==> src/rtl/imm_encode_if.sv <==
// -----------------------------------------------------------------------------
// imm_encode_if
//   Request/response bundle for the immediate encoder.
//
//   Start    requester -> encoder  request, sampled only when the encoder is idle
//                                  or presenting a result
//   ImmSrc   requester -> encoder  immediate class: 00=DP, 01=MEM, 10=B, 11=invalid
//   Value    requester -> encoder  32-bit value to encode
//   Busy     encoder -> requester  computation in progress, Start ignored
//   Done     encoder -> requester  one-cycle pulse, Valid/EncData just updated
//   Valid    encoder -> requester  Value was encodable for the requested class
//   EncData  encoder -> requester  24-bit instruction immediate field
//
//   master: the side that issues requests (instruction builder, testbench)
//   slave : the encoder itself
// -----------------------------------------------------------------------------
interface imm_encode_if;
  logic        Start;
  logic [1:0]  ImmSrc;
  logic [31:0] Value;
  logic        Busy;
  logic        Done;
  logic        Valid;
  logic [23:0] EncData;

  modport master (
    output Start,
    output ImmSrc,
    output Value,
    input  Busy,
    input  Done,
    input  Valid,
    input  EncData
  );

  modport slave (
    input  Start,
    input  ImmSrc,
    input  Value,
    output Busy,
    output Done,
    output Valid,
    output EncData
  );
endinterface

==> src/rtl/imm_encode.sv <==
// -----------------------------------------------------------------------------
// imm_encode
//   Inverse of the immediate extender. Given a 32-bit value and an immediate
//   class it produces the 24-bit instruction field that the extender would
//   expand back to the same value, or reports that no such field exists.
//
//   DP immediates (imm8 rotated right by 2*rot) are found by a sequential
//   search, one rotation per clock, lowest rotation first, so the result is
//   always the canonical (smallest rot) encoding. MEM and B immediates are a
//   single-cycle range/alignment check.
//
//   Ports
//     clk    in   rising-edge clock
//     reset  in   asynchronous, active-high reset
//     bus    imm_encode_if.slave
//              Start/ImmSrc/Value in; Busy/Done/Valid/EncData out
//
//   Timing, counted from the edge that samples Start (edge 0):
//     MEM / B / invalid class : Done after edge 1
//     DP matching at rot k    : Done after edge k+1
//     DP with no match        : Done after edge 16
//   Valid/EncData change only on the edge that raises Done; a new accepted
//   request leaves the previous result visible until its own completion.
// -----------------------------------------------------------------------------
module imm_encode (
  input  logic         clk,
  input  logic         reset,
  imm_encode_if.slave  bus
);

  // ---------------------------------------------------------------------------
  // Types and constants
  // ---------------------------------------------------------------------------
  typedef enum logic [1:0] {
    S_IDLE   = 2'd0,
    S_CALC   = 2'd1,
    S_SEARCH = 2'd2,
    S_DONE   = 2'd3
  } state_t;

  localparam logic [1:0] SRC_DP  = 2'b00;
  localparam logic [1:0] SRC_MEM = 2'b01;
  localparam logic [1:0] SRC_B   = 2'b10;

  localparam logic [3:0] ROT_LAST = 4'd15;

  // ---------------------------------------------------------------------------
  // Helper functions
  // ---------------------------------------------------------------------------

  // Rotate left by sh bits. The upper half of a doubled word shifted left is
  // exactly the rotated value, including the sh == 0 case.
  function automatic logic [31:0] rol32(input logic [31:0] v, input logic [4:0] sh);
    logic [63:0] dbl;
    dbl = {v, v} << sh;
    return dbl[63:32];
  endfunction

  // MEM offsets are a plain 12-bit unsigned field.
  function automatic logic mem_encodable(input logic [31:0] v);
    return (v[31:12] == 20'd0);
  endfunction

  // Branch offsets are word aligned and the top bits must be a sign
  // extension of bit 25 (the MSB of the 24-bit field after the <<2).
  function automatic logic b_encodable(input logic [31:0] v);
    return (v[1:0] == 2'b00) && (v[31:25] == {7{v[25]}});
  endfunction

  // A rotated candidate is a DP immediate when everything above imm8 is zero.
  function automatic logic dp_fits(input logic [31:0] t);
    return (t[31:8] == 24'd0);
  endfunction

  // ---------------------------------------------------------------------------
  // State and datapath registers
  // ---------------------------------------------------------------------------
  state_t      state_q,  state_d;
  logic [3:0]  rot_q,    rot_d;
  logic [31:0] value_q,  value_d;
  logic [1:0]  src_q,    src_d;
  logic        busy_q,   busy_d;
  logic        done_q,   done_d;
  logic        valid_q,  valid_d;
  logic [23:0] enc_q,    enc_d;

  // Candidate for the rotation currently under test.
  logic [31:0] cand_s;
  // Start is only honoured while the encoder is not working.
  logic        accept_s;

  // Candidate rotation: value rotated left by 2*rot undoes the extender's
  // rotate-right, so a fit leaves imm8 in the low byte.
  always_comb begin
    cand_s = rol32(value_q, {rot_q, 1'b0});
  end

  // Request acceptance window: idle, or the single result cycle.
  always_comb begin
    accept_s = 1'b0;
    if ((state_q == S_IDLE) || (state_q == S_DONE)) begin
      accept_s = bus.Start;
    end else begin
      accept_s = 1'b0;
    end
  end

  // Next-state, operand latch and result computation.
  always_comb begin
    state_d = state_q;
    rot_d   = rot_q;
    value_d = value_q;
    src_d   = src_q;
    valid_d = valid_q;
    enc_d   = enc_q;

    case (state_q)
      S_IDLE, S_DONE: begin
        if (accept_s) begin
          value_d = bus.Value;
          src_d   = bus.ImmSrc;
          rot_d   = 4'd0;
          if (bus.ImmSrc == SRC_DP) begin
            state_d = S_SEARCH;
          end else begin
            state_d = S_CALC;
          end
        end else begin
          state_d = S_IDLE;
        end
      end

      S_CALC: begin
        state_d = S_DONE;
        case (src_q)
          SRC_MEM: begin
            valid_d = mem_encodable(value_q);
            enc_d   = mem_encodable(value_q) ? {12'd0, value_q[11:0]} : 24'd0;
          end
          SRC_B: begin
            valid_d = b_encodable(value_q);
            enc_d   = b_encodable(value_q) ? value_q[25:2] : 24'd0;
          end
          default: begin
            // Class 11 (and DP, which never reaches CALC) has no encoding.
            valid_d = 1'b0;
            enc_d   = 24'd0;
          end
        endcase
      end

      S_SEARCH: begin
        if (dp_fits(cand_s)) begin
          valid_d = 1'b1;
          enc_d   = {12'd0, rot_q, cand_s[7:0]};
          state_d = S_DONE;
        end else if (rot_q == ROT_LAST) begin
          // Search exhausted: rot stops at 15 and never wraps.
          valid_d = 1'b0;
          enc_d   = 24'd0;
          state_d = S_DONE;
        end else begin
          rot_d   = rot_q + 4'd1;
          state_d = S_SEARCH;
        end
      end

      default: begin
        state_d = S_IDLE;
      end
    endcase
  end

  // Status flags follow the state being entered so they are registered
  // alongside it rather than decoded after the flops.
  always_comb begin
    busy_d = 1'b0;
    done_d = 1'b0;
    case (state_d)
      S_CALC:   busy_d = 1'b1;
      S_SEARCH: busy_d = 1'b1;
      S_DONE:   done_d = 1'b1;
      default: begin
        busy_d = 1'b0;
        done_d = 1'b0;
      end
    endcase
  end

  // State, operand and output registers with asynchronous clear.
  always_ff @(posedge clk or posedge reset) begin
    if (reset) begin
      state_q <= S_IDLE;
      rot_q   <= 4'd0;
      value_q <= 32'd0;
      src_q   <= 2'b00;
      busy_q  <= 1'b0;
      done_q  <= 1'b0;
      valid_q <= 1'b0;
      enc_q   <= 24'd0;
    end else begin
      state_q <= state_d;
      rot_q   <= rot_d;
      value_q <= value_d;
      src_q   <= src_d;
      busy_q  <= busy_d;
      done_q  <= done_d;
      valid_q <= valid_d;
      enc_q   <= enc_d;
    end
  end

  // Drive the interface straight from the output registers.
  always_comb begin
    bus.Busy    = busy_q;
    bus.Done    = done_q;
    bus.Valid   = valid_q;
    bus.EncData = enc_q;
  end

endmodule
==> src/flat_wrapper.sv <==
// flat-port wrapper written by rule: the top's interface ports become plain ports
module imm_encode_flat 
  (clk, reset, bus_Start, bus_ImmSrc, bus_Value, bus_Busy, bus_Done, bus_Valid, bus_EncData);
  imm_encode_if bus_i ();
  input  logic clk;
  input  logic reset;
  input wire logic [$bits(bus_i.Start)-1:0] bus_Start;
  input wire logic [$bits(bus_i.ImmSrc)-1:0] bus_ImmSrc;
  input wire logic [$bits(bus_i.Value)-1:0] bus_Value;
  output wire logic [$bits(bus_i.Busy)-1:0] bus_Busy;
  output wire logic [$bits(bus_i.Done)-1:0] bus_Done;
  output wire logic [$bits(bus_i.Valid)-1:0] bus_Valid;
  output wire logic [$bits(bus_i.EncData)-1:0] bus_EncData;
  assign bus_i.Start = bus_Start;
  assign bus_i.ImmSrc = bus_ImmSrc;
  assign bus_i.Value = bus_Value;
  assign bus_Busy = bus_i.Busy;
  assign bus_Done = bus_i.Done;
  assign bus_Valid = bus_i.Valid;
  assign bus_EncData = bus_i.EncData;
  imm_encode u_core (.clk(clk), .reset(reset), .bus(bus_i));
endmodule
==> config.mk <==
export PLATFORM = sky130hd
export DESIGN_NAME = imm_encode_flat
export DESIGN_NICKNAME = d
export VERILOG_FILES = /design/src/rtl/imm_encode_if.sv /design/src/rtl/imm_encode.sv /design/src/flat_wrapper.sv
export SDC_FILE = /design/constraint.sdc
export NUM_CORES = 1
export LEC_CHECK = 0
export CORE_UTILIZATION = 43
export DETAILED_ROUTE_END_ITERATION = 10
export PLACE_DENSITY = 0.65
export SLEW_MARGIN = 25
export SYNTH_ARGS = -nofsm -noshare
export SYNTH_HDL_FRONTEND = slang
export SYNTH_SLANG_ARGS = --single-unit
export TNS_END_PERCENT = 1
==> constraint.sdc <==
create_clock -name clk -period 8.5 [get_ports clk]
set_input_delay 0.85 -clock clk [delete_from_list [all_inputs] [get_ports clk]]
set_output_delay 0.85 -clock clk [all_outputs]
set_load 0.1 [all_outputs]
==> impl_results.md, run 1 <==
- Max Slew Vio Count: 0
- Antenna violations before repair: 0
- Status: completed
- Yosys reg bits: 67
- Top_reg_cell synth: dfrtp_1
- Sink Count: 67
- DRT Pass-1 Iters: 5
- Ports: 64
- Clk_skew: 0.0137 ns
- Max Cap Viol: 0
- DP Worst Slack: 4.67 ns
- H-Tree Level Count: 3
- Seq. cell area: 1680 µm²
- Seq/Total Area, Yosys: 37.0%
- Period utilization: 46.0%
- Drc violations: 0
- Post-cts sizing count: 0
- Grt ovf: 0
- Worst EP arrival: 4.16 ns
- # rows: 37
- Routed Antenna Nets: 0
- Top area cells in the synthesized netlist: dfrtp_1 (37%), mux2_2 (11%), mux4_2 (11%)
- Core area: 10300 µm²
- Hold_buf cts: 0
- Antenna Cells: 0
- Largest net degree at the start of global routing: 69
- Final wirelength: 12.3 mm
- Worst Setup Start Kind: register
- Worst Hold Endpoint: u_core.bus.EncData[5]$_DFFE_PP0P_
- Max Root-Sink Buffers: 2
- Vias in the first global route: 3653
- Commonest cells after routing, fill and taps aside: dfrtp_1 (66), clkdlybuf4s50_1 (63), mux2_2 (44)
- Mux cell area share after synthesis: 29.0%
- Die ar.: 10900 µm²
- First-pass GRT wire length: 19.9 mm
- Synth Area in Simple Gates: 11.3%
- Routed WL per cell: 20.7 µm
- Hold wc startpoint: u_core.bus.EncData[5]$_DFFE_PP0P_
- Reg2reg start: u_core.rot_q[1]$_DFFE_PP0P_
- Ys async rst share: 100%
- Yosys warning count: 0
- Clock slew at reported path FFs: 0.07 ns
- Slew @ Worst Pin: 1.00 ns
- Cells on worst reg2reg path: 9
- Post-Layout Cell Count: 598
- Synth Instances: 416
- Die Y-Extent: 105 µm
- Synthesized area: 4530 µm²
- Vias/cell: 6.25
- Fmax: 256 MHz
- Main combinational cell family by area after synthesis: multiplexers
- Worst-skew pair later-pin latency: 0.37 ns
- Via count: 3737
- Post-Place Cells: 582
- CTS tree: yes
- Synth Area in XOR/XNOR: 0.193%
- Setup_tns: 0 ns
- Layout net count: 500
- Kind of end point of the critical path: register
- Unrepaired setup endpoints after global routing: no
- Leakage: 0.00211 µW
- PnR worst setup slack: 4.59 ns
- Worst R2R Setup Slack: 4.59 ns
- Die width: 105 µm
- Area grow syn2layout: 19.5%
- Tot GR Track Use: 23.8%
- Setup Fix Bufs, Post-CTS: 0
- Cell variety after synth: 50
- Endpoints failing hold: 0
- Hold depth: 1
- Initial core utilization: 44.1%
- Final setup violation count: 0
- Share of the synthesized area in the top cell type: 37.0%
- Min-delay worst type: reg -> reg
- Synthesized area per cell: 10.9 µm²
- Worst R2R End: u_core.bus.EncData[6]$_DFFE_PP0P_
- GPL Wtd Cong: 0.935
- Synth Area in Compound Gates: 15.9%
- Share of layout cells above drive strength 1: 20.3%
- EDFF count, synth: 0
- Filler cells: 958
- Root Driver: clkbuf_8
- DP HPWL: 8.37 mm
- Area leader, netlist: dfrtp_1
- Min Tclk post-route: 3.91 ns
- Critical Path Fanout Max: 68
- Relative slew margins: 31.3%
- Port Buf Inserts: 63
- Worst IR Drop VDD: 0.167 mV
- Power Dens Cells: 370 nW/µm²
- Adder-Cell Fraction of Synth Area: 1.66%
- WS Path Type: reg -> reg
- TritonCTS buffer count: 9
- Starting DRT DRC Count: 299
- Area of the multi-input gates: 2640 µm²
- Net count after synthesis: 459
- Required time of the worst setup path: 8.75 ns
- Most common cell after layout, fill and taps aside: dfrtp_1
-- layout make-up --
class,count,share of cell area (%)
Clock inverter,7,1.27
Sequential cell,67,31.0
Multi-Input combinational cell,298,48.8
Timing Repair Buffer,70,12.8
Inverter,11,0.763
Tap cell,136,3.14
Clock buffer,9,2.29
-- sequential cells by signal, indices dropped and copies added (netlist names) --
name / count
u_core.value_q: 32
u_core.src_q: 2
u_core.state_q: 2
u_core.rot_q: 4
u_core.bus.Done: 1
u_core.bus.Valid: 1
u_core.bus.EncData: 24
u_core.bus.Busy: 1
-- how the worst max path moves through the flow --
| stage | from | to | slack, ns | cells past startpoint |
|---|---|---|---|---|
| after detailed placement | u_core.rot_q[1]$_DFFE_PP0P_ | u_core.bus.EncData[6]$_DFFE_PP0P_ | 4.67 | 9 |
| after floorplan | u_core.rot_q[0]$_DFFE_PP0P_ | u_core.bus.Busy$_DFF_PP0_ | 5.47 | 9 |
| after global routing | u_core.rot_q[1]$_DFFE_PP0P_ | u_core.bus.EncData[1]$_DFFE_PP0P_ | 4.34 | 9 |
| final | u_core.rot_q[1]$_DFFE_PP0P_ | u_core.bus.EncData[6]$_DFFE_PP0P_ | 4.59 | 9 |
| after CTS | u_core.rot_q[1]$_DFFE_PP0P_ | u_core.bus.EncData[6]$_DFFE_PP0P_ | 4.66 | 9 |
| after global placement | u_core.rot_q[1]$_DFFE_PP0P_ | u_core.bus.EncData[5]$_DFFE_PP0P_ | 4.70 | 8 |
-- Yosys cell counts (2+ instances only) --
library cell / number
nand4b_1: 2
a21oi_1: 11
o21ai_0: 9
o221ai_1: 2
clkbuf_1: 22
and4_1: 2
dfrtp_1: 67
o211ai_1: 3
a32o_1: 13
nor4_1: 3
nand2b_1: 2
buf_1: 4
a22o_1: 23
a311oi_1: 2
nor3_1: 11
nand4_1: 7
a211o_1: 4
nand3_1: 5
and3_1: 3
a211oi_1: 7
a2111o_1: 2
buf_4: 5
and2_1: 5
nand2_1: 27
inv_1: 9
nor2_1: 26
a2111oi_0: 3
ha_1: 6
mux2_2: 44
a31oi_1: 5
mux2_1: 10
mux2i_1: 21
or3_1: 5
buf_2: 9
mux4_2: 22
-- power breakdown --
group | switching (µW) | internal (µW) | leakage [µW]
Clock | 129 | 134 | 0.0000950
Sequential | 238 | 419 | 0.000849
Combinational | 575 | 504 | 0.00116
Total | 943 | 1060 | 0.00211
-- through the flow --
step	hold slack (ns)	cell area (µm²)	power (µW)	utilization [%]
after floorplan	0.506	4530	1410	-
final	0.491	5410	2000	52.7
after CTS	0.500	5410	2000	52.7
after detailed placement	0.484	5220	1730	50.8
after global routing	0.513	5410	2130	52.7
after global placement	0.478	5200	1700	50.6
-- critical path, cell delays in order, from the launching register on --
cell	delay [ns]
dfrtp_2	0.34
buf_4	0.65
mux4_2	0.45
a2111oi_0	0.74
o221ai_1	0.25
a222oi_1	0.31
buf_4	0.33
o31ai_4	0.17
buf_8	0.20
mux2_1	0.31
-- cell families after synthesis --
| kind of cell | after synthesis |
|---|---|
| compound gates | 91 |
| xor+xnor | 1 |
| fa+ha+maj | 6 |
| buf+inv | 51 |
| flops | 67 |
| mux | 97 |
| simple gates | 103 |
-- metal layers --
| layer | part of all wire [%] | vias to the layer above | wire length, µm | global-route usage (%) |
|---|---|---|---|---|
| met4 | 2.7 | 0 | 329 | 12.2 |
| li1 | - | 1695 | - | - |
| met5 | 0 | - | 0 | 0 |
| met2 | 47 | 150 | 5780 | 36.0 |
| met1 | 45 | 1869 | 5510 | 32.8 |
| met3 | 6.0 | 23 | 735 | 4.24 |
Note: power is estimated with default switching activity, not from simulation.
==> inputs of run 2 (changes only) <==
--- a/config.mk
+++ b/config.mk
@@ -7,7 +7,7 @@
 export LEC_CHECK = 0
 export CORE_UTILIZATION = 43
 export DETAILED_ROUTE_END_ITERATION = 10
-export PLACE_DENSITY = 0.65
+export PLACE_DENSITY = 0.68
 export SLEW_MARGIN = 25
 export SYNTH_ARGS = -nofsm -noshare
 export SYNTH_HDL_FRONTEND = slang
==> constraint.sdc (replaced) <==
create_clock -name clk -period 3.6 [get_ports clk]
set_input_delay 0.36 -clock clk [delete_from_list [all_inputs] [get_ports clk]]
set_output_delay 0.36 -clock clk [all_outputs]
set_load 0.1 [all_outputs]
==> impl_results.md, run 2 (synthesis gave the netlist of run 1 again) <==
- Worst-skew pair later-pin latency: 0.36 ns (about the same)
- Period utilization: 92.2% (+46 points)
- Via count: 3862 (+3.3%)
- # rows: 37 (unchanged)
- Final setup violation count: 0 (unchanged)
- Starting DRT DRC Count: 391 (+31%)
- Die ar.: 10900 µm² (unchanged)
- Antenna Cells: 0 (unchanged)
- Max FFs per register: 32 (unchanged)
- Met2 routed WL: 5.77 mm (-0.22%)
- Vias in the first global route: 3644 (-0.25%)
- Top Layer Used: met4
- CTS tree: yes
- Routed WL per cell: 20.9 µm (+1.1%)
- Worst EP arrival: 3.55 ns (-0.61 ns)
- Share of layout cells above drive strength 1: 22.3% (+1.9 points)
- Max Root-Sink Buffers: 2 (unchanged)
- Clk_skew: 0.0141 ns (+0.000437 ns)
- Fmax: 301 MHz (+18%)
- Vias/cell: 6.31 (+0.98%)
- Setup Fix Bufs, Post-CTS: 0 (unchanged)
- Root Driver: clkbuf_8
- Kind of end point of the critical path: register
- Tot Pwr: 5080 µW (+150%)
- Hold_ws: 0.222 ns (-0.269 ns)
- Leakage: 0.00222 µW (+5.5%)
- Area of the multi-input gates: 2640 µm² (unchanged)
- Die width: 105 µm (unchanged)
- Worst Setup Start Kind: register
- DRT Pass-1 Iters: 7 (+2)
- First-pass GRT wire length: 20.6 mm (+3.3%)
- Status: completed
- Max Cap Viol: 0 (unchanged)
- Post-DP Area: 5360 µm² (+2.7%)
- Power Dens Cells: 902 nW/µm² (+140%)
- Min Tclk post-route: 3.32 ns (-0.593 ns)
- Commonest cells after routing, fill and taps aside: dfrtp_1 (66), clkdlybuf4s50_1 (63), mux2_2 (44)
- WS Path Type: reg -> reg
- Worst IR Drop VDD: 0.558 mV (+230%)
- Area grow syn2layout: 24.3%
- TritonCTS buffer count: 9 (unchanged)
- Post-route cell area: 5630 µm² (+4.0%)
- Drc violations: 0 (unchanged)
- Largest net degree at the start of global routing: 39 (-43%)
- Ports: 64 (unchanged)
- Seq. cell area: 1680 µm² (unchanged)
- GPL Wtd Cong: 0.954 (+2.0%)
- Cells on worst reg2reg path: 10 (+1)
- Reg with most FFs: u_core.value_q
- Final wirelength: 12.8 mm (+3.4%)
- Filler cells: 917 (-4.3%)
- Antenna violations before repair: 0 (unchanged)
- Layout net count: 514 (+2.8%)
- Grt ovf: 0 (unchanged)
- Unrepaired setup endpoints after global routing: no
- Critical Path Fanout Max: 38 (-44%)
- Endpoints failing hold: 0 (unchanged)
- Min-delay worst type: in -> async
- Die Y-Extent: 105 µm (unchanged)
- Max Slew Vio Count: 0 (unchanged)
- Hold_buf cts: 0 (unchanged)
- Slew @ Worst Pin: 0.974 ns (-0.0313 ns)
- DP HPWL: 9.01 mm (+7.6%)
- Post-cts sizing count: 0 (unchanged)
- Setup_tns: 0 ns (unchanged)
- Clock slew at reported path FFs: 0.08 ns (about the same)
- M1 wire length: 5.55 mm (+0.78%)
- Routed Antenna Nets: 0 (unchanged)
- Port Buf Inserts: 63 (unchanged)
- Relative slew margins: 34.9% (+3.6 points)
- Sink Count: 67 (unchanged)
- Core area: 10300 µm² (unchanged)
- Most common cell after layout, fill and taps aside: dfrtp_1
- Routed wl met3: 1.08 mm (+47%)
- Tot GR Track Use: 24.7% (+0.84 points)
- Required time of the worst setup path: 3.83 ns (-4.92 ns)
- H-Tree Level Count: 3 (unchanged)
- Initial core utilization: 44.1% (unchanged)
-- run 2: cell count changes in the layout (fill, tap and decap cells not counted), moves of 2 or more --
cell        before  now
buf_4            6   16
clkbuf_1         0    2
clkinvlp_4       2    0
clkinv_2         3    1
bufinv_16        1    4
buf_12           0    4
-- run 2: area by class of cell --
cell class	instances	share of cell area, %
Multi-Input combinational cell	298	46.9
Sequential cell	67	29.8
Tap cell	136	3.02
Clock buffer	11	2.33
Inverter	11	0.733
Timing Repair Buffer	84	15.0
Clock inverter	5	2.22
-- run 2: metrics by stage --
| step | utilization (%) | worst slack [ns] | std cells |
|---|---|---|---|
| 2_1_floorplan | - | 0.574 | 416 |
| 3_3_place_gp | 52.1 | 0.330 | 595 |
| 3_5_place_dp | 52.1 | 0.308 | 595 |
| 4_1_cts | 54.6 | 0.264 | 611 |
| 5_1_grt | 54.8 | 0.117 | 612 |
| 6_report | 54.8 | 0.280 | 612 |
-- run 2: layer usage --
metal	up-vias	GRT usage, %
met1	1897	35.2
met4	0	9.76
met3	44	6.80
met2	194	35.4
li1	1727	-
met5	-	0
-- run 2: final timing paths --
kind	slack, ns	end	from
max	0.28	u_core.bus.EncData[5]$_DFFE_PP0P_	u_core.rot_q[1]$_DFFE_PP0P_
max reg2reg	0.28	u_core.bus.EncData[5]$_DFFE_PP0P_	u_core.rot_q[1]$_DFFE_PP0P_
min	0.22	u_core.bus.EncData[18]$_DFFE_PP0P_	reset
min in group clk	0.49	u_core.bus.EncData[0]$_DFFE_PP0P_	u_core.bus.EncData[0]$_DFFE_PP0P_
max in group asynchronous	2.72	u_core.value_q[4]$_DFFE_PP0P_	reset
min reg2reg	0.49	u_core.bus.EncData[0]$_DFFE_PP0P_	u_core.bus.EncData[0]$_DFFE_PP0P_
-- run 2: critical path, stage by stage (launching register included) --
cell,delay (ns)
dfrtp_2,0.59
buf_12,0.26
mux4_2,0.52
mux2_2,0.31
nor3_1,0.23
o211ai_1,0.12
a222oi_1,0.32
buf_4,0.20
o31ai_4,0.12
buf_8,0.20
mux2_1,0.31
-- run 2: report_power, final --
| group | total [µW] | internal [µW] | leakage [µW] | switching (µW) |
|---|---|---|---|---|
| Combinational | 2690 | 1280 | 0.00125 | 1410 |
| Clock | 828 | 530 | 0.000128 | 298 |
| Sequential | 1560 | 990 | 0.000849 | 571 |
| Total | 5080 | 2800 | 0.00222 | 2280 |
==> inputs of run 3 (changes only) <==
--- a/config.mk
+++ b/config.mk
@@ -5,9 +5,11 @@
 export SDC_FILE = /design/constraint.sdc
 export NUM_CORES = 1
 export LEC_CHECK = 0
+export ABC_AREA = 1
+export CORE_MARGIN = 2
 export CORE_UTILIZATION = 43
 export DETAILED_ROUTE_END_ITERATION = 10
-export PLACE_DENSITY = 0.68
+export PLACE_DENSITY = 0.67
 export SLEW_MARGIN = 25
 export SYNTH_ARGS = -nofsm -noshare
 export SYNTH_HDL_FRONTEND = slang
==> impl_results.md, run 3 <==
- Final setup violation count: 0 (unchanged)
- DP HPWL: 11.4 mm (+26%)
- Antenna Cells: 0 (unchanged)
- Relative slew margins: 34.8% (-0.11 points)
- Via count: 5048 (+31%)
- Ports: 64 (unchanged)
- Leakage: 0.00291 µW (+31%)
- Final wirelength: 14.9 mm (+17%)
- Port Buf Inserts: 63 (unchanged)
- Max Root-Sink Buffers: 2 (unchanged)
- Initial core utilization: 44.6% (+0.52 points)
- Net count after synthesis: 791 (+72%)
- Yosys reg bits: 67 (unchanged)
- Synth cell count leaders: nand2_1 (303), nand3_1 (101), dfrtp_1 (67)
- Commonest cells after routing, fill and taps aside: nand2_1 (303), nand3_1 (101), dfrtp_1 (67)
- Period utilization: 80.2% (-12 points)
- Setup_tns: 0 ns (unchanged)
- H-Tree Level Count: 3 (unchanged)
- TritonCTS buffer count: 9 (unchanged)
- Vias in the first global route: 4807 (+32%)
- Tot GR Track Use: 24.6% (-0.063 points)
- Routed Antenna Nets: 0 (unchanged)
- M1 wire length: 6.85 mm (+23%)
- DP Worst Slack: 0.777 ns (+0.468 ns)
- Area leader, netlist: dfrtp_1
- Cell variety after synth: 32 (-36%)
- CTS tree: yes
- Hold_buf cts: 0 (unchanged)
- Required time of the worst setup path: 3.82 ns (about the same)
- WS Path Type: reg -> reg
- Count leader, synth: nand2_1
- Root Driver: clkbuf_16
- EDFF count, synth: 0 (unchanged)
- Max Cap Viol: 0 (unchanged)
- Critical Path Fanout Max: 17 (-55%)
- Drc violations: 0 (unchanged)
- Seq/Total Area, Yosys: 34.4% (-2.6 points)
- CP Cell Sequence: clkinv_1, nor2_1, nand3_1, nand2_1, nand2_1, nor2_4, nand3_2, nand3_1, nand2_1, nand2_1, ha_1
- Largest net degree at the start of global routing: 62 (+59%)
- Die ar.: 12200 µm² (+12%)
- Slew @ Worst Pin: 0.975 ns (+0.00159 ns)
- Ys async rst share: 100% (unchanged)
- Synth Area in Compound Gates: 8.24% (-7.7 points)
- Met2 routed WL: 6.60 mm (+14%)
- Main combinational cell family by area after synthesis: simple AND/OR/NAND/NOR gates
- Synthesized area: 4870 µm² (+7.7%)
- Layout net count: 831 (+62%)
- Worst-skew pair later-pin latency: 0.34 ns (-0.02 ns)
- Crit path buf inv count: 1 (-2)
- Unrepaired setup endpoints after global routing: no
- Slowest stage delay, CP: 0.67 ns (+0.08 ns)
- GPL Wtd Cong: 1.01 (+5.6%)
- Min-delay worst type: reg -> reg
- Min Tclk post-route: 2.89 ns (-0.432 ns)
- Grt ovf: 0 (unchanged)
- Worst EP arrival: 3.11 ns (-0.44 ns)
- Kind of end point of the critical path: register
- Synth Instances: 748 (+80%)
- Sink Count: 67 (unchanged)
- Routed wl met3: 1.19 mm (+10%)
- Die width: 110 µm (+5.6%)
- Synth Area in Simple Gates: 45.4% (+34 points)
- CP top delay family: simple AND/OR/NAND/NOR gates
- Setup Fix Bufs, Post-CTS: 0 (unchanged)
- Synthesized area per cell: 6.52 µm² (-40%)
- Clock slew at reported path FFs: 0.06 ns (-0.02 ns)
- Worst IR Drop VDD: 0.690 mV (+24%)
- Most common cell after layout, fill and taps aside: nand2_1
- Core area: 10900 µm² (+6.4%)
- Area grow syn2layout: 18.1%
- Slowest-stage cell, CP: dfrtp_1
- Worst Setup Start Kind: register
- Power Dens Cells: 859 nW/µm² (-4.7%)
- Top_reg_cell synth: dfrtp_1
- Post-route cell area: 5760 µm² (+2.2%)
- Share of layout cells above drive strength 1: 7.44% (-15 points)
- DRT Pass-1 Iters: 5 (-2)
- Most common cell on crit path: nand2_1
- Top Layer Used: met4
- Status: completed
- Die Y-Extent: 110 µm (+5.6%)
- Filler cells: 1132 (+23%)
- Max FFs per register: 32 (unchanged)
- Starting DRT DRC Count: 417 (+6.6%)
- First-pass GRT wire length: 24.2 mm (+18%)
- Endpoints failing hold: 0 (unchanged)
- Yosys warning count: 0 (unchanged)
- Share of the synthesized area in the top cell type: 34.4% (-2.6 points)
- Post-DP Area: 5460 µm² (+1.9%)
- Clk_skew: 0.00829 ns (-0.00583 ns)
- Synth Area in XOR/XNOR: 0% (-0.19 points)
- # rows: 38 (+2.7%)
- Post-cts sizing count: 0 (unchanged)
- PnR worst setup slack: 0.712 ns (+0.432 ns)
- Fmax: 346 MHz (+15%)
- Reg with most FFs: u_core.value_q
- Antenna violations before repair: 0 (unchanged)
- Max Slew Vio Count: 0 (unchanged)
- Vias/cell: 5.41 (-14%)
- Mux cell area share after synthesis: 0% (-29 points)
- Routed WL per cell: 16.0 µm (-23%)
- Top area cells in the synthesized netlist: dfrtp_1 (34%), nand2_1 (23%), nand3_1 (10%)
- Adder-Cell Fraction of Synth Area: 1.54% (-0.12 points)
==> run 3: cell count changes after synthesis, moves of 14 or more <==
cell	before	now
nand2_2	0	19
o21ai_0	9	47
inv_1	9	58
nand2_1	27	303
a22o_1	23	0
mux2_2	44	0
nand4_1	7	21
nand3_1	5	101
mux4_2	22	0
mux2i_1	21	0
==> run 3: routing by layer <==
metal / track usage [%] / vias to the layer above
met2: 37.7 / 192
met4: 7.42 / 0
met5: 0 / -
met1: 35.4 / 2345
li1: - / 2491
met3: 4.61 / 20
==> run 3: logic make-up (layout without fill, tap and decap cells) <==
group	after synthesis	after routing
AOI/OAI and AO/OA	74	74
adders and majority gates	6	6
and+or+nand+nor	497	497
DFF	67	67
buffers and inverters	104	149
==> run 3: path summary, 6_finish.rpt <==
kind / start / end / slack [ns] / depth (start not counted)
setup / recovery: u_core.rot_q[3]$_DFFE_PP0P_ / u_core.bus.Busy$_DFF_PP0_ / 0.71 / 11
hold / removal: u_core.bus.EncData[22]$_DFFE_PP0P_ / u_core.bus.EncData[22]$_DFFE_PP0P_ / 0.47 / 2
setup reg to reg: u_core.rot_q[3]$_DFFE_PP0P_ / u_core.bus.Busy$_DFF_PP0_ / 0.71 / 11
hold reg to reg: u_core.bus.EncData[22]$_DFFE_PP0P_ / u_core.bus.EncData[22]$_DFFE_PP0P_ / 0.47 / 2
max in group asynchronous: reset / u_core.value_q[24]$_DFFE_PP0P_ / 2.30 / 3
min in group asynchronous: reset / u_core.bus.EncData[21]$_DFFE_PP0P_ / 0.50 / 2
==> run 3: worst register-to-register path: stages (launching register included) <==
cell and delay (ns):
dfrtp_1 0.67, clkinv_1 0.54, nor2_1 0.23, nand3_1 0.12
nand2_1 0.09, nand2_1 0.08, nor2_4 0.28, nand3_2 0.25
nand3_1 0.15, nand2_1 0.09, nand2_1 0.07, ha_1 0.21
==> run 3: cell type report <==
| type | instances | area, µm² | share of cell area (%) |
|---|---|---|---|
| multi-input cells | 577 | 2690 | 46.8 |
| clock inverters | 4 | 50.0 | 0.869 |
| inverters | 64 | 241 | 4.19 |
| clock buffers | 12 | 246 | 4.28 |
| repair buffers | 69 | 676 | 11.7 |
| well taps | 140 | 175 | 3.04 |
| flip-flops and latches | 67 | 1680 | 29.1 |
==> run 3: where the power goes <==
group          internal [µW]  switching, µW  total [µW]
logic                    810           2040        2850
registers                981            248        1230
clock network            554            316         869
total                   2340           2600        4940
==> run 3: metrics by stage <==
step | std cells | utilization [%] | hold WS [ns] | total power, µW
finish | 933 | 52.6 | 0.470 | 4940
global route | 933 | 52.6 | 0.500 | 5360
CTS | 933 | 52.6 | 0.477 | 4920
detailed placement | 917 | 49.9 | 0.463 | 4030
global placement | 917 | 49.9 | 0.461 | 4020
floorplan | 748 | - | 0.470 | 3400
